**src/rtl/poly_voice_mixer_if.sv**
```systemverilog
// Voice-bank / audio-output bundle of the poly voice mixer.
interface poly_voice_mixer_if #(
   parameter int unsigned NUM_VOICES = 8,
   parameter int unsigned W          = 16
);
   localparam int unsigned SEL_W = $clog2(NUM_VOICES);

   logic                  sample_tick;
   logic [NUM_VOICES-1:0] voice_en;
   logic [SEL_W-1:0]      voice_sel;
   logic signed [W-1:0]   osc0;
   logic signed [W-1:0]   osc1;
   logic signed [W-1:0]   env;
   logic                  busy;
   logic signed [W-1:0]   out;
   logic                  out_valid;
   logic                  clip;
   logic                  missed_tick;

   // Voice banks and sample requester side.
   modport master (
      output sample_tick, voice_en, osc0, osc1, env,
      input  voice_sel, busy, out, out_valid, clip, missed_tick
   );

   // Mixer side.
   modport slave (
      input  sample_tick, voice_en, osc0, osc1, env,
      output voice_sel, busy, out, out_valid, clip, missed_tick
   );
endinterface

```
**src/rtl/poly_voice_mixer.sv**
```systemverilog
// Time-multiplexed N-voice mixer: sweeps the voice slots once per sample tick,
// accumulates (osc0+osc1)*env per enabled slot, attenuates and saturates.
module poly_voice_mixer #(
   parameter int unsigned NUM_VOICES = 8,
   parameter int unsigned W          = 16,
   parameter int unsigned OUT_SHIFT  = 3
) (
   input logic clk,
   input logic rst,
   poly_voice_mixer_if.slave bus
);
   localparam int unsigned IDX_W  = $clog2(NUM_VOICES);
   localparam int unsigned SUM_W  = W + 1;
   localparam int unsigned PROD_W = 2 * W + 1;
   localparam int unsigned TERM_W = W + 1;
   localparam int unsigned ACC_W  = W + 1 + IDX_W;

   localparam logic [IDX_W-1:0]        LAST_IDX = IDX_W'(NUM_VOICES - 1);
   localparam logic signed [ACC_W-1:0] SAT_MAX  = ACC_W'((64'sd1 <<< (W - 1)) - 64'sd1);
   localparam logic signed [ACC_W-1:0] SAT_MIN  = ACC_W'(-(64'sd1 <<< (W - 1)));

   localparam logic [1:0] ST_IDLE   = 2'd0;
   localparam logic [1:0] ST_ACCUM  = 2'd1;
   localparam logic [1:0] ST_FINISH = 2'd2;

   logic [1:0]               state, state_nxt;
   logic [IDX_W-1:0]         idx, idx_nxt;
   logic signed [ACC_W-1:0]  acc, acc_nxt;
   logic signed [W-1:0]      out_q, out_nxt;
   logic                     out_valid_q, out_valid_nxt;
   logic                     clip_q, clip_nxt;
   logic                     missed_q, missed_nxt;
   logic                     busy_q, busy_nxt;

   logic signed [SUM_W-1:0]  sum_c;
   logic signed [PROD_W-1:0] prod_c;
   logic signed [TERM_W-1:0] term_c;
   logic signed [ACC_W-1:0]  term_ext_c;
   logic signed [ACC_W-1:0]  shifted_c;

   // Per-slot term: floor(((osc0 + osc1) * env) / 2^W), plus the attenuated accumulator.
   always_comb begin
      sum_c      = SUM_W'(bus.osc0) + SUM_W'(bus.osc1);
      prod_c     = PROD_W'(bus.env) * PROD_W'(sum_c);
      term_c     = prod_c[PROD_W-1:W];
      term_ext_c = {{(ACC_W - TERM_W){term_c[TERM_W-1]}}, term_c};
      shifted_c  = acc >>> OUT_SHIFT;
   end

   // Next-state and next-output logic of the sweep controller.
   always_comb begin
      state_nxt     = state;
      idx_nxt       = idx;
      acc_nxt       = acc;
      out_nxt       = out_q;
      clip_nxt      = clip_q;
      out_valid_nxt = 1'b0;
      missed_nxt    = missed_q;

      // A request arriving mid-sweep is dropped but remembered.
      if (bus.sample_tick && (state != ST_IDLE)) begin
         missed_nxt = 1'b1;
      end

      case (state)
         ST_IDLE: begin
            if (bus.sample_tick) begin
               acc_nxt   = '0;
               idx_nxt   = '0;
               state_nxt = ST_ACCUM;
            end
         end
         ST_ACCUM: begin
            if (bus.voice_en[idx]) begin
               acc_nxt = acc + term_ext_c;
            end
            // idx returns to 0 here so voice_sel reads 0 outside the sweep.
            if (idx == LAST_IDX) begin
               idx_nxt   = '0;
               state_nxt = ST_FINISH;
            end else begin
               idx_nxt = idx + IDX_W'(1);
            end
         end
         ST_FINISH: begin
            out_valid_nxt = 1'b1;
            idx_nxt       = '0;
            state_nxt     = ST_IDLE;
            if (shifted_c > SAT_MAX) begin
               out_nxt  = SAT_MAX[W-1:0];
               clip_nxt = 1'b1;
            end else if (shifted_c < SAT_MIN) begin
               out_nxt  = SAT_MIN[W-1:0];
               clip_nxt = 1'b1;
            end else begin
               out_nxt  = shifted_c[W-1:0];
               clip_nxt = 1'b0;
            end
         end
         default: begin
            state_nxt = ST_IDLE;
            idx_nxt   = '0;
         end
      endcase

      busy_nxt = (state_nxt != ST_IDLE);
   end

   // State and output registers.
   always_ff @(posedge clk or posedge rst) begin
      if (rst) begin
         state       <= ST_IDLE;
         idx         <= '0;
         acc         <= '0;
         out_q       <= '0;
         out_valid_q <= 1'b0;
         clip_q      <= 1'b0;
         missed_q    <= 1'b0;
         busy_q      <= 1'b0;
      end else begin
         state       <= state_nxt;
         idx         <= idx_nxt;
         acc         <= acc_nxt;
         out_q       <= out_nxt;
         out_valid_q <= out_valid_nxt;
         clip_q      <= clip_nxt;
         missed_q    <= missed_nxt;
         busy_q      <= busy_nxt;
      end
   end

   assign bus.voice_sel   = idx;
   assign bus.busy        = busy_q;
   assign bus.out         = out_q;
   assign bus.out_valid   = out_valid_q;
   assign bus.clip        = clip_q;
   assign bus.missed_tick = missed_q;
endmodule

```
**src/flat_wrapper.sv**
```systemverilog
// flat-port wrapper written by rule: the top's interface ports become plain ports
module poly_voice_mixer_flat 
#(
   parameter int unsigned NUM_VOICES = 8,
   parameter int unsigned W          = 16,
   parameter int unsigned OUT_SHIFT  = 3
)
  (clk, rst, bus_sample_tick, bus_voice_en, bus_osc0, bus_osc1, bus_env, bus_voice_sel, bus_busy, bus_out, bus_out_valid, bus_clip, bus_missed_tick);
  poly_voice_mixer_if #(.NUM_VOICES(NUM_VOICES), .W(W)) bus_i ();
  input logic clk;
  input logic rst;
  input wire logic [$bits(bus_i.sample_tick)-1:0] bus_sample_tick;
  input wire logic [$bits(bus_i.voice_en)-1:0] bus_voice_en;
  input wire logic [$bits(bus_i.osc0)-1:0] bus_osc0;
  input wire logic [$bits(bus_i.osc1)-1:0] bus_osc1;
  input wire logic [$bits(bus_i.env)-1:0] bus_env;
  output wire logic [$bits(bus_i.voice_sel)-1:0] bus_voice_sel;
  output wire logic [$bits(bus_i.busy)-1:0] bus_busy;
  output wire logic [$bits(bus_i.out)-1:0] bus_out;
  output wire logic [$bits(bus_i.out_valid)-1:0] bus_out_valid;
  output wire logic [$bits(bus_i.clip)-1:0] bus_clip;
  output wire logic [$bits(bus_i.missed_tick)-1:0] bus_missed_tick;
  assign bus_i.sample_tick = bus_sample_tick;
  assign bus_i.voice_en = bus_voice_en;
  assign bus_i.osc0 = bus_osc0;
  assign bus_i.osc1 = bus_osc1;
  assign bus_i.env = bus_env;
  assign bus_voice_sel = bus_i.voice_sel;
  assign bus_busy = bus_i.busy;
  assign bus_out = bus_i.out;
  assign bus_out_valid = bus_i.out_valid;
  assign bus_clip = bus_i.clip;
  assign bus_missed_tick = bus_i.missed_tick;
  poly_voice_mixer #(.NUM_VOICES(NUM_VOICES), .W(W), .OUT_SHIFT(OUT_SHIFT)) u_core (.clk(clk), .rst(rst), .bus(bus_i));
endmodule
```
**config.mk**
```make
export PLATFORM = sky130hd
export DESIGN_NAME = poly_voice_mixer_flat
export DESIGN_NICKNAME = d
export VERILOG_FILES = /design/src/rtl/poly_voice_mixer_if.sv /design/src/rtl/poly_voice_mixer.sv /design/src/flat_wrapper.sv
export SDC_FILE = /design/constraint.sdc
export NUM_CORES = 1
export LEC_CHECK = 0
export ABC_AREA = 1
export BUFFER_PORTS_ARGS = -buffer_cell sky130_fd_sc_hd__buf_2
export CAP_MARGIN = 15
export CORE_ASPECT_RATIO = 1.2
export CORE_MARGIN = 2
export CORE_UTILIZATION = 50
export CTS_CLUSTER_DIAMETER = 30
export CTS_CLUSTER_SIZE = 30
export DETAILED_ROUTE_END_ITERATION = 6
export PLACE_DENSITY = 0.67
export SLEW_MARGIN = 20
export SYNTH_ARGS = -nofsm -noshare
export SYNTH_HDL_FRONTEND = slang
export SYNTH_SLANG_ARGS = --single-unit
```
**constraint.sdc**
```tcl
create_clock -name clk -period 4.6 [get_ports clk]
set_input_delay 0.92 -clock clk [delete_from_list [all_inputs] [get_ports clk]]
set_output_delay 0.92 -clock clk [all_outputs]
set_load 0.02 [all_outputs]
```
* After elaboration in Yosys (flattened, before gate mapping)
Cells that the tools add are included.
** Word-level totals
- Bits in registers :: 45
- Output and inout bits :: 23
- Word-level logic and storage cells :: 42
** Operators by class
- $add $sub $neg :: 3
- $lt $le $gt $ge :: 3
- Eq/ne operators :: 5
- Multiplexer cells :: 16
- Multipliers :: 1
- Reductions and logical operators :: 6
** Operators with widths (count)
- two-way mux 20 bit :: 2
- one-hot mux 20 bit (2 select lines) :: 1
- multiplier 16 x 17 -> 33 bit :: 1
- two-way mux 16 bit :: 2
- adder 20 x 17 -> 20 bit :: 1
- adder 16 x 16 -> 17 bit :: 1
- greater-than comparator 17 x 16 -> 1 bit, second input constant :: 1
- < comparator 17 x 16 -> 1 bit, second input constant :: 1
- two-way mux 3 bit :: 2
- one-hot mux 3 bit (2 select lines) :: 1
- nonzero test 2 bit :: 3
- < comparator 3 x 4 -> 1 bit, second input constant :: 1
- two-way mux 1 bit :: 4
- two-way mux 2 bit :: 2
- one-hot mux 2 bit (2 select lines) :: 1
- adder 3 x 1 -> 3 bit, second input constant :: 1
- binary-select mux 1 bit (select 3 bit) :: 1
- == test 3 bit, second input constant :: 1
- AND reduction 3 bit :: 1
- == test 2 x 1 -> 1 bit, second input constant :: 1
- == test 2 bit, second input constant :: 1
- zero test 2 bit :: 1
- inequality test 2 x 1 -> 1 bit, second input constant :: 1
- inequality test 2 bit, second input constant :: 1
- logical AND 1 bit :: 1

* Logic depth before layout (Yosys ltp)
Gate-level depths: netlist (run 1).
- Word-level depth :: 5
- Depth in mapped cells :: 49
- Gate-level depth less buffers :: 49

* Worst setup path after synthesis (run 1)
Ideal clock, no wire load.
- Path kind :: input-to-reg
- Start point :: input bus_osc1[0]
- End point :: register u_core.acc[13]
- Cell stages on the path :: 44
- Library setup time :: 0.083 ns
- Path slack :: -3.652 ns
- Path buffers :: 0
- Data arrival time :: 8.170 ns
- Path through :: ha_1 > inv_1 > fa_1 > nand3b_1 > nand2_1 > nand2_1 > nand2_1 > a31oi_1 > or2_4 > nand2_4 > inv_4 > nand2_1 > fa_1 > fa_1 > inv_1 > fa_1 > inv_1 > fa_1 > (+8 left out) > nor2_1 > nand2_1 > a21oi_1 > nor2_1 > o21bai_1 > nand2_1 > ha_1 > a21oi_1 > nor2_1 > nor2_1 > nand3_1 > nand2_1 > nand2_1 > nand2_1 > nand2_1 > nand2_1 > nand2_1 > o21ai_0
** Between the ends
- Cells in the longest elaborated chain, start to end :: 5
** RTL lines
- from (decl) :: RTL line flat_wrapper.sv:15 : input wire logic [$bits(bus_i.osc1)-1:0] bus_osc1;
- adder 16 x 16 -> 17 bit :: RTL line poly_voice_mixer.sv:43 : sum_c = SUM_W'(bus.osc0) + SUM_W'(bus.osc1);
- multiplier 16 x 17 -> 33 bit :: RTL line poly_voice_mixer.sv:44 : prod_c = PROD_W'(bus.env) * PROD_W'(sum_c);
- adder 20 x 17 -> 20 bit :: RTL line poly_voice_mixer.sv:75 : acc_nxt = acc + term_ext_c;
- two-way mux 20 bit :: RTL line poly_voice_mixer.sv:74 : if (bus.voice_en[idx]) begin
- one-hot mux 20 bit (2 select lines) :: RTL line poly_voice_mixer.sv:65 : case (state)
- to (signal assigned) :: RTL line poly_voice_mixer.sv:123 : acc <= acc_nxt;
- to (decl) :: RTL line poly_voice_mixer.sv:28 : logic signed [ACC_W-1:0] acc, acc_nxt;
No other way between the ends. The select of a mux whose other input is x is not followed.
A chain may end at the register's enable or synchronous reset.

* Worst setup path after layout (run 1)
Ends and elaborated chain as after synthesis.

==> results of run 1 <==
[stage by stage]
step                      worst slack [ns]  cell area, µm²  utilization  setup TNS (ns)  std cells
after floorplan                      -3.19           15000            -          -59.82       1886
after global routing                 -4.08           19900        0.709          -76.64       2700
after detailed placement             -4.21           18400        0.654          -79.62       2640
after CTS                            -3.61           19400        0.690          -67.87       2681
after global placement               -4.14           18400        0.654          -78.21       2640
final                                -3.67           19900        0.709          -69.67       2700
[metal layers]
| metal | GRT usage | vias to the layer above |
|---|---|---|
| met5 | 0 | - |
| met2 | 0.558 | 398 |
| met3 | 0.0285 | 154 |
| met1 | 0.358 | 6577 |
| met4 | 0.148 | 0 |
| li1 | - | 6505 |
[state kept, by name (all words and copies together) (netlist names)]
name and cells:
u_core.bus.voice_sel 3, u_core.bus.out_valid 1, u_core.bus.clip 1, u_core.bus.out 16
u_core.state 2, u_core.bus.busy 1, u_core.acc 20, u_core.bus.missed_tick 1
[cells in the mapped netlist (2+ instances only)]
cell type / number
sky130_fd_sc_hd__nand2_2: 7
sky130_fd_sc_hd__inv_4: 2
sky130_fd_sc_hd__nor4_1: 3
sky130_fd_sc_hd__o21a_1: 3
sky130_fd_sc_hd__clkbuf_1: 26
sky130_fd_sc_hd__or2_2: 3
sky130_fd_sc_hd__inv_2: 4
sky130_fd_sc_hd__a21o_1: 12
sky130_fd_sc_hd__o21bai_1: 7
sky130_fd_sc_hd__o31ai_1: 3
sky130_fd_sc_hd__a21oi_1: 63
sky130_fd_sc_hd__nand2_1: 422
sky130_fd_sc_hd__o211ai_1: 4
sky130_fd_sc_hd__nand3_1: 93
sky130_fd_sc_hd__xor2_2: 2
sky130_fd_sc_hd__xnor2_1: 6
sky130_fd_sc_hd__a21boi_0: 2
sky130_fd_sc_hd__nor2_1: 195
sky130_fd_sc_hd__o21ai_0: 52
sky130_fd_sc_hd__buf_2: 7
sky130_fd_sc_hd__a22o_1: 3
sky130_fd_sc_hd__ha_1: 118
sky130_fd_sc_hd__nand2_4: 3
sky130_fd_sc_hd__inv_1: 460
sky130_fd_sc_hd__xor2_1: 8
sky130_fd_sc_hd__nor3_1: 7
sky130_fd_sc_hd__dfrtp_1: 45
sky130_fd_sc_hd__nor2_2: 6
sky130_fd_sc_hd__nand4_1: 8
sky130_fd_sc_hd__fa_1: 277
sky130_fd_sc_hd__a31oi_1: 7
sky130_fd_sc_hd__clkinv_1: 2
sky130_fd_sc_hd__nor3_2: 2
sky130_fd_sc_hd__o21ai_1: 5
sky130_fd_sc_hd__nand3_2: 4
[repair_timing]
| item | in CTS | in global routing |
|---|---|---|
| endpoints found under the setup margin | 20 | 20 |
| buffers inserted | 33 | 19 |
| cloned | 1 | 0 |
| pin swaps | 71 | 53 |
| gates resized for setup | 139 | 83 |
[final cells by class]
class,count,share of cell area
timing repair buffer,459,0.175
clock buffer,6,0.00647
multi-input combinational,1340,0.646
clock inverter,2,0.00195
timing repair inverter,1,0.000440
sequential,45,0.0566
tap,379,0.0238
inverter,468,0.0900
[path summary, 6_finish.rpt]
| path | cells after the start | slack (ns) | to |
|---|---|---|---|
| worst min register to register | 1 | 0.45 | u_core.bus.missed_tick |
| worst min-delay path | 1 | 0.45 | u_core.bus.missed_tick |
| max in group asynchronous | 2 | 3.17 | u_core.acc[18] |
| worst max-delay path | 45 | -3.67 | u_core.acc[13] |
| worst max register to register | 5 | 2.35 | u_core.acc[2] |
| min in group asynchronous | 2 | 0.84 | u_core.state[0] |
[critical path, delay by kind of cell]
kind                       cells  cell delay [ns]
AOI/OAI and AO/OA              4             0.42
and+or+nand+nor               20             2.10
xor gates and xnor gates       1             0.13
buffers and inverters         10             0.85
adders and majority gates     10             4.05
[kinds of logic after synthesis]
kind of cell,share of synthesized area
adder cells (fa/ha/maj),0.490
AO/OA/AOI/OAI,0.0697
flip-flops,0.0785
XOR/XNOR,0.0127
AND/OR/NAND/NOR,0.217
buffers and inverters,0.132
==> impl_metrics.py, run 1 <==
metrics = {
    "outcome": {
        "outcome": "complete, but fails checks",
        "violations": "negative setup slack",
    },
    "sta": {
        "worst_clock_skew_ns": 0.00818,
        "tightestPinTransition_ns": 1.08,
        "timing.hold.ws_ns": 0.451,
        "setup-violations-final": 20,
        "max_freq_mhz": 121,
        "timing.final.hold_violations": 0,
        "timing.slew.headroom": 0.277,
        "grt_setup_unrepaired": "true",
        "layout_worst_path_cycle_share": 1.80,
        "post-route-min-period_ns": 8.27,
        "worst_slack_ns": -3.67,
        "maxSlewViolCount": 0,
    },
    "placed_design": {
        "dp.final_hpwl_um": 36900,
        "numPortBuffers": 81,
        "place.gp.congestion": 1.03,
    },
    "synth": {
        "yosys-top-cells-area": "sky130_fd_sc_hd__fa_1 (39%), sky130_fd_sc_hd__inv_1 (12%), sky130_fd_sc_hd__nand2_1 (11%)",
        "syn_inst": 1886,
        "postSynthNetCount": 2340,
        "ys_async_rst_share": 1.00,
        "post_synth_num_cell_types": 50,
        "synth_edf_count": 0,
        "warnings_from_yosys": 0,
        "synth_flop_cell": "sky130_fd_sc_hd__dfrtp_1",
        "yosysSeqAreaShare": 0.0785,
        "synth_top_area_share": 0.387,
        "post_syn_area_mm2": 0.0143,
        "synthesis.area_per_instance_um2": 7.61,
        "yosys_register_bits": 45,
        "yosys.area.top_type": "sky130_fd_sc_hd__fa_1",
    },
    "critical_path": {
        "setup.worst_path.class": "primary input to flip-flop",
        "cp-start-kind": "primary input",
        "crit_required_ns": 4.77,
        "crit_path_max_fanout": 5,
        "cp_launch_point": "bus_osc1[0]",
        "worstPathArrival_ns": 8.45,
        "critical_path.endpoint_type": "flip-flop",
        "critical-path-top-cell-by-count": "sky130_fd_sc_hd__nand2_1",
        "critPathSlowestCell": "sky130_fd_sc_hd__fa_2",
        "r2r-start": "u_core.state[1]",
        "critical_path_s_largest_stage_delay_ns": 0.55,
    },
    "final_layout": {
        "multi_input_area_mm2": 0.0129,
        "filler_cell_count": 2202,
        "antennaDiodeCount": 0,
        "layout.cells.most_common": "sky130_fd_sc_hd__inv_1",
        "sequential_cell_area_mm2": 0.00113,
        "mostFrequentLayoutCells": "sky130_fd_sc_hd__inv_1 (431), sky130_fd_sc_hd__nand2_1 (371), sky130_fd_sc_hd__buf_4 (347)",
        "final_nets": 2774,
        "post_route_cells_drive_above_1_share": 0.328,
        "syn_to_final_growth_pct": 38.8,
    },
    "grt": {
        "grt_pass1_vias": 14800,
        "global_route.overflow_total": 0,
        "antenna_found_initial": 0,
        "grt_first_pass_wirelength_um": 72400,
        "grt_start_max_net_pins": 46,
        "global_route_usage_sum": 0.306,
    },
    "die": {
        "initial_utilization": 0.511,
        "dieWidth_um": 159,
        "dieArea_mm2": 0.0301,
        "num_rows": 67,
        "core_region_area_mm2": 0.0281,
        "floorplan.io_pins": 82,
        "dieHeight_um": 190,
    },
    "drt": {
        "route.layer.met1.wl_um": 16200,
        "num_vias": 13600,
        "ant_nets": 0,
        "route.top_layer_used": "met4",
        "routed_via_density": 5.05,
        "postRouteWirelength_um": 43200,
        "drc": 0,
        "met3_wirelength_um": 1720,
        "met2_wirelength_um": 22800,
        "drtIter0Drc": 680,
        "first_pass_iters": 6,
        "wire_per_inst_um": 16.0,
    },
    "clock_network": {
        "postCtsHoldBufs": 0,
        "numClockSinks": 45,
        "clk_root_buffer_cell": "sky130_fd_sc_hd__clkbuf_16",
        "cts_tree": "done",
        "cts_buffers": 5,
        "clkSlewWorstSetupHoldPaths_ns": 0.07,
        "cts_htree_levels": 2,
        "clk-insertion-delay-late_ns": 0.29,
        "clk_path_buf_depth": 2,
    },
    "job": {
        "max_cap_violations": 0,
    },
    "worst_hold_path": {
        "holdCritStartpoint": "u_core.bus.missed_tick",
        "min_path_type": "flip-flop to flip-flop",
    },
}
Power of run 1 is left out: the tool's default activity adds up to more than one toggle a clock period on the data nets, which glitch-free logic cannot reach.
==> run 2: changes to the inputs <==
--- a/config.mk
+++ b/config.mk
@@ -11,6 +11,7 @@
 export CORE_ASPECT_RATIO = 1.2
 export CORE_MARGIN = 2
 export CORE_UTILIZATION = 50
+export CTS_BUF_LIST = sky130_fd_sc_hd__clkbuf_16
 export CTS_CLUSTER_DIAMETER = 30
 export CTS_CLUSTER_SIZE = 30
 export DETAILED_ROUTE_END_ITERATION = 6
==> run 2 against run 1 <==
Against the previous run: the flow still finishes with violations (negative setup slack); first-iteration DRC count is 7.6% higher; die area unchanged; sequential share of layout area shrank 0.058 points; core utilization increased by 0.74 points; non-clock buffer count is 7 higher; critical path depth fell by 2; worst hold slack worse by 0.00082 ns; largest cell class unchanged.
==> impl_metrics.py, run 2 (synthesized netlist as in run 1, its figures left out) <==
metrics = {
    "grt": {
        "grt_start_max_net_pins": 46,
        "global_route.overflow_total": 0,
        "grt_pass1_vias": 14800,
        "global_route_usage_sum": 0.306,
        "antenna_found_initial": 0,
        "grt_first_pass_wirelength_um": 72400,
    },
    "critical_path": {
        "r2r_end": "u_core.acc[2]",
        "r2r-start": "u_core.state[1]",
        "critical_path_s_largest_stage_delay_ns": 0.51,
        "critical_path.endpoint_type": "flip-flop",
        "cp-start-kind": "primary input",
        "setup.worst_path.class": "primary input to flip-flop",
        "r2r_slack_ns": 2.36,
        "worst_r2r_path_depth": 5,
        "crit_required_ns": 4.77,
        "critPathSlowestCell": "sky130_fd_sc_hd__fa_1",
        "critical-path-top-cell-by-count": "sky130_fd_sc_hd__nand2_1",
        "crit_path_max_fanout": 5,
        "worstPathArrival_ns": 8.50,
    },
    "die": {
        "dieArea_mm2": 0.0301,
        "core_region_area_mm2": 0.0281,
        "floorplan.io_pins": 82,
        "num_rows": 67,
        "dieHeight_um": 190,
        "initial_utilization": 0.511,
        "dieWidth_um": 159,
    },
    "outcome": {
        "violations": "negative setup slack",
        "outcome": "complete, but fails checks",
    },
    "worst_hold_path": {
        "holdPathStages": 1,
        "holdCritStartpoint": "u_core.bus.missed_tick",
        "min_path_type": "flip-flop to flip-flop",
        "worstHoldEndpoint": "u_core.bus.missed_tick",
    },
    "sta": {
        "max_freq_mhz": 120,
        "maxSlewViolCount": 0,
        "tightestPinTransition_ns": 1.07,
        "worst_clock_skew_ns": 0.00809,
        "grt_setup_unrepaired": "true",
        "post-route-min-period_ns": 8.34,
        "setup-violations-final": 20,
        "fin_setup_tns_ns": -70.59,
        "layout_worst_path_cycle_share": 1.81,
        "timing.slew.headroom": 0.287,
        "worst_slack_ns": -3.74,
        "timing.final.hold_violations": 0,
    },
    "clock_network": {
        "cts_htree_levels": 2,
        "cts_tree": "done",
        "clk_root_buffer_cell": "sky130_fd_sc_hd__clkbuf_16",
        "clk-insertion-delay-late_ns": 0.29,
        "postCtsHoldBufs": 0,
        "clk_path_buf_depth": 2,
        "cts_buffers": 5,
        "clkSlewWorstSetupHoldPaths_ns": 0.06,
        "numClockSinks": 45,
    },
    "job": {
        "max_cap_violations": 0,
    },
    "placed_design": {
        "total_instance_count_after_detailed_placement": 2640,
        "numPortBuffers": 81,
        "place_ws_ns": -4.21,
        "place.gp.congestion": 1.03,
        "dp.final_hpwl_um": 36900,
    },
    "final_layout": {
        "post_layout_nonfiller_instances": 2707,
        "mostFrequentLayoutCells": "sky130_fd_sc_hd__inv_1 (428), sky130_fd_sc_hd__nand2_1 (360), sky130_fd_sc_hd__buf_4 (346)",
        "syn_to_final_growth_pct": 40.2,
        "antennaDiodeCount": 0,
        "final_nets": 2781,
        "post_route_cells_drive_above_1_share": 0.339,
        "layout.cells.most_common": "sky130_fd_sc_hd__inv_1",
        "largest_register": "u_core.acc",
        "largest_register_ff_count": 20,
    },
    "drt": {
        "met2_wirelength_um": 23100,
        "routed_via_density": 5.09,
        "ant_nets": 0,
        "first_pass_iters": 5,
        "postRouteWirelength_um": 44000,
        "num_vias": 13800,
        "route.layer.met1.wl_um": 16400,
        "drtIter0Drc": 732,
        "met3_wirelength_um": 1810,
        "drc": 0,
        "wire_per_inst_um": 16.2,
        "route.top_layer_used": "met4",
    },
}
-- run 2: worst max-delay path: cells and delay by family --
| family | cells | cell delay [ns] |
|---|---|---|
| adders and majority gates | 9 | 3.72 |
| and+or+nand+nor | 18 | 1.97 |
| xor gates and xnor gates | 2 | 0.48 |
| AOI/OAI and AO/OA | 3 | 0.33 |
| buffers and inverters | 11 | 1.06 |
-- run 2: area by class of cell --
class / count / area (µm²)
clock buffers: 5 / 125
clock inverters: 3 / 42.5
fillers: 2157 / 7970
inverters: 468 / 1790
multi-input cells: 1340 / 13000
flip-flops and latches: 45 / 1130
well taps: 379 / 474
repair buffers: 466 / 3560
repair inverters: 1 / 8.76
-- run 2: stage by stage --
stage / area (µm²) / hold slack [ns] / utilization
3_5_place_dp: 18400 / 0.439 / 0.654
5_1_grt: 20100 / 0.503 / 0.716
2_1_floorplan: 15000 / 0.472 / -
6_report: 20100 / 0.450 / 0.716
3_3_place_gp: 18400 / 0.435 / 0.654
4_1_cts: 19400 / 0.455 / 0.690
-- run 2: how the worst max path moves through the flow --
stage                            from  slack (ns)              to  cells past startpoint
after floorplan           bus_osc1[0]       -3.19  u_core.acc[16]                     38
after global placement    bus_osc1[0]       -4.14  u_core.acc[10]                     41
after detailed placement  bus_osc1[0]       -4.21  u_core.acc[19]                     43
after CTS                 bus_osc1[0]       -3.61  u_core.acc[19]                     48
after global routing      bus_osc1[1]       -4.15  u_core.acc[17]                     41
final                     bus_osc1[1]       -3.74  u_core.acc[18]                     43
-- run 2: what timing repair did --
action	CTS	global route
resized for setup	139	125
buffers inserted	33	26
cloned	1	0
pin swaps	71	56
endpoints found under the setup margin	20	20
-- run 2: layer usage --
layer | GRT usage | vias up
li1 | - | 6528
met1 | 0.358 | 6678
met2 | 0.558 | 425
met4 | 0.148 | 0
met5 | 0 | -
met3 | 0.0285 | 150
Power of run 2 is left out for the same reason.
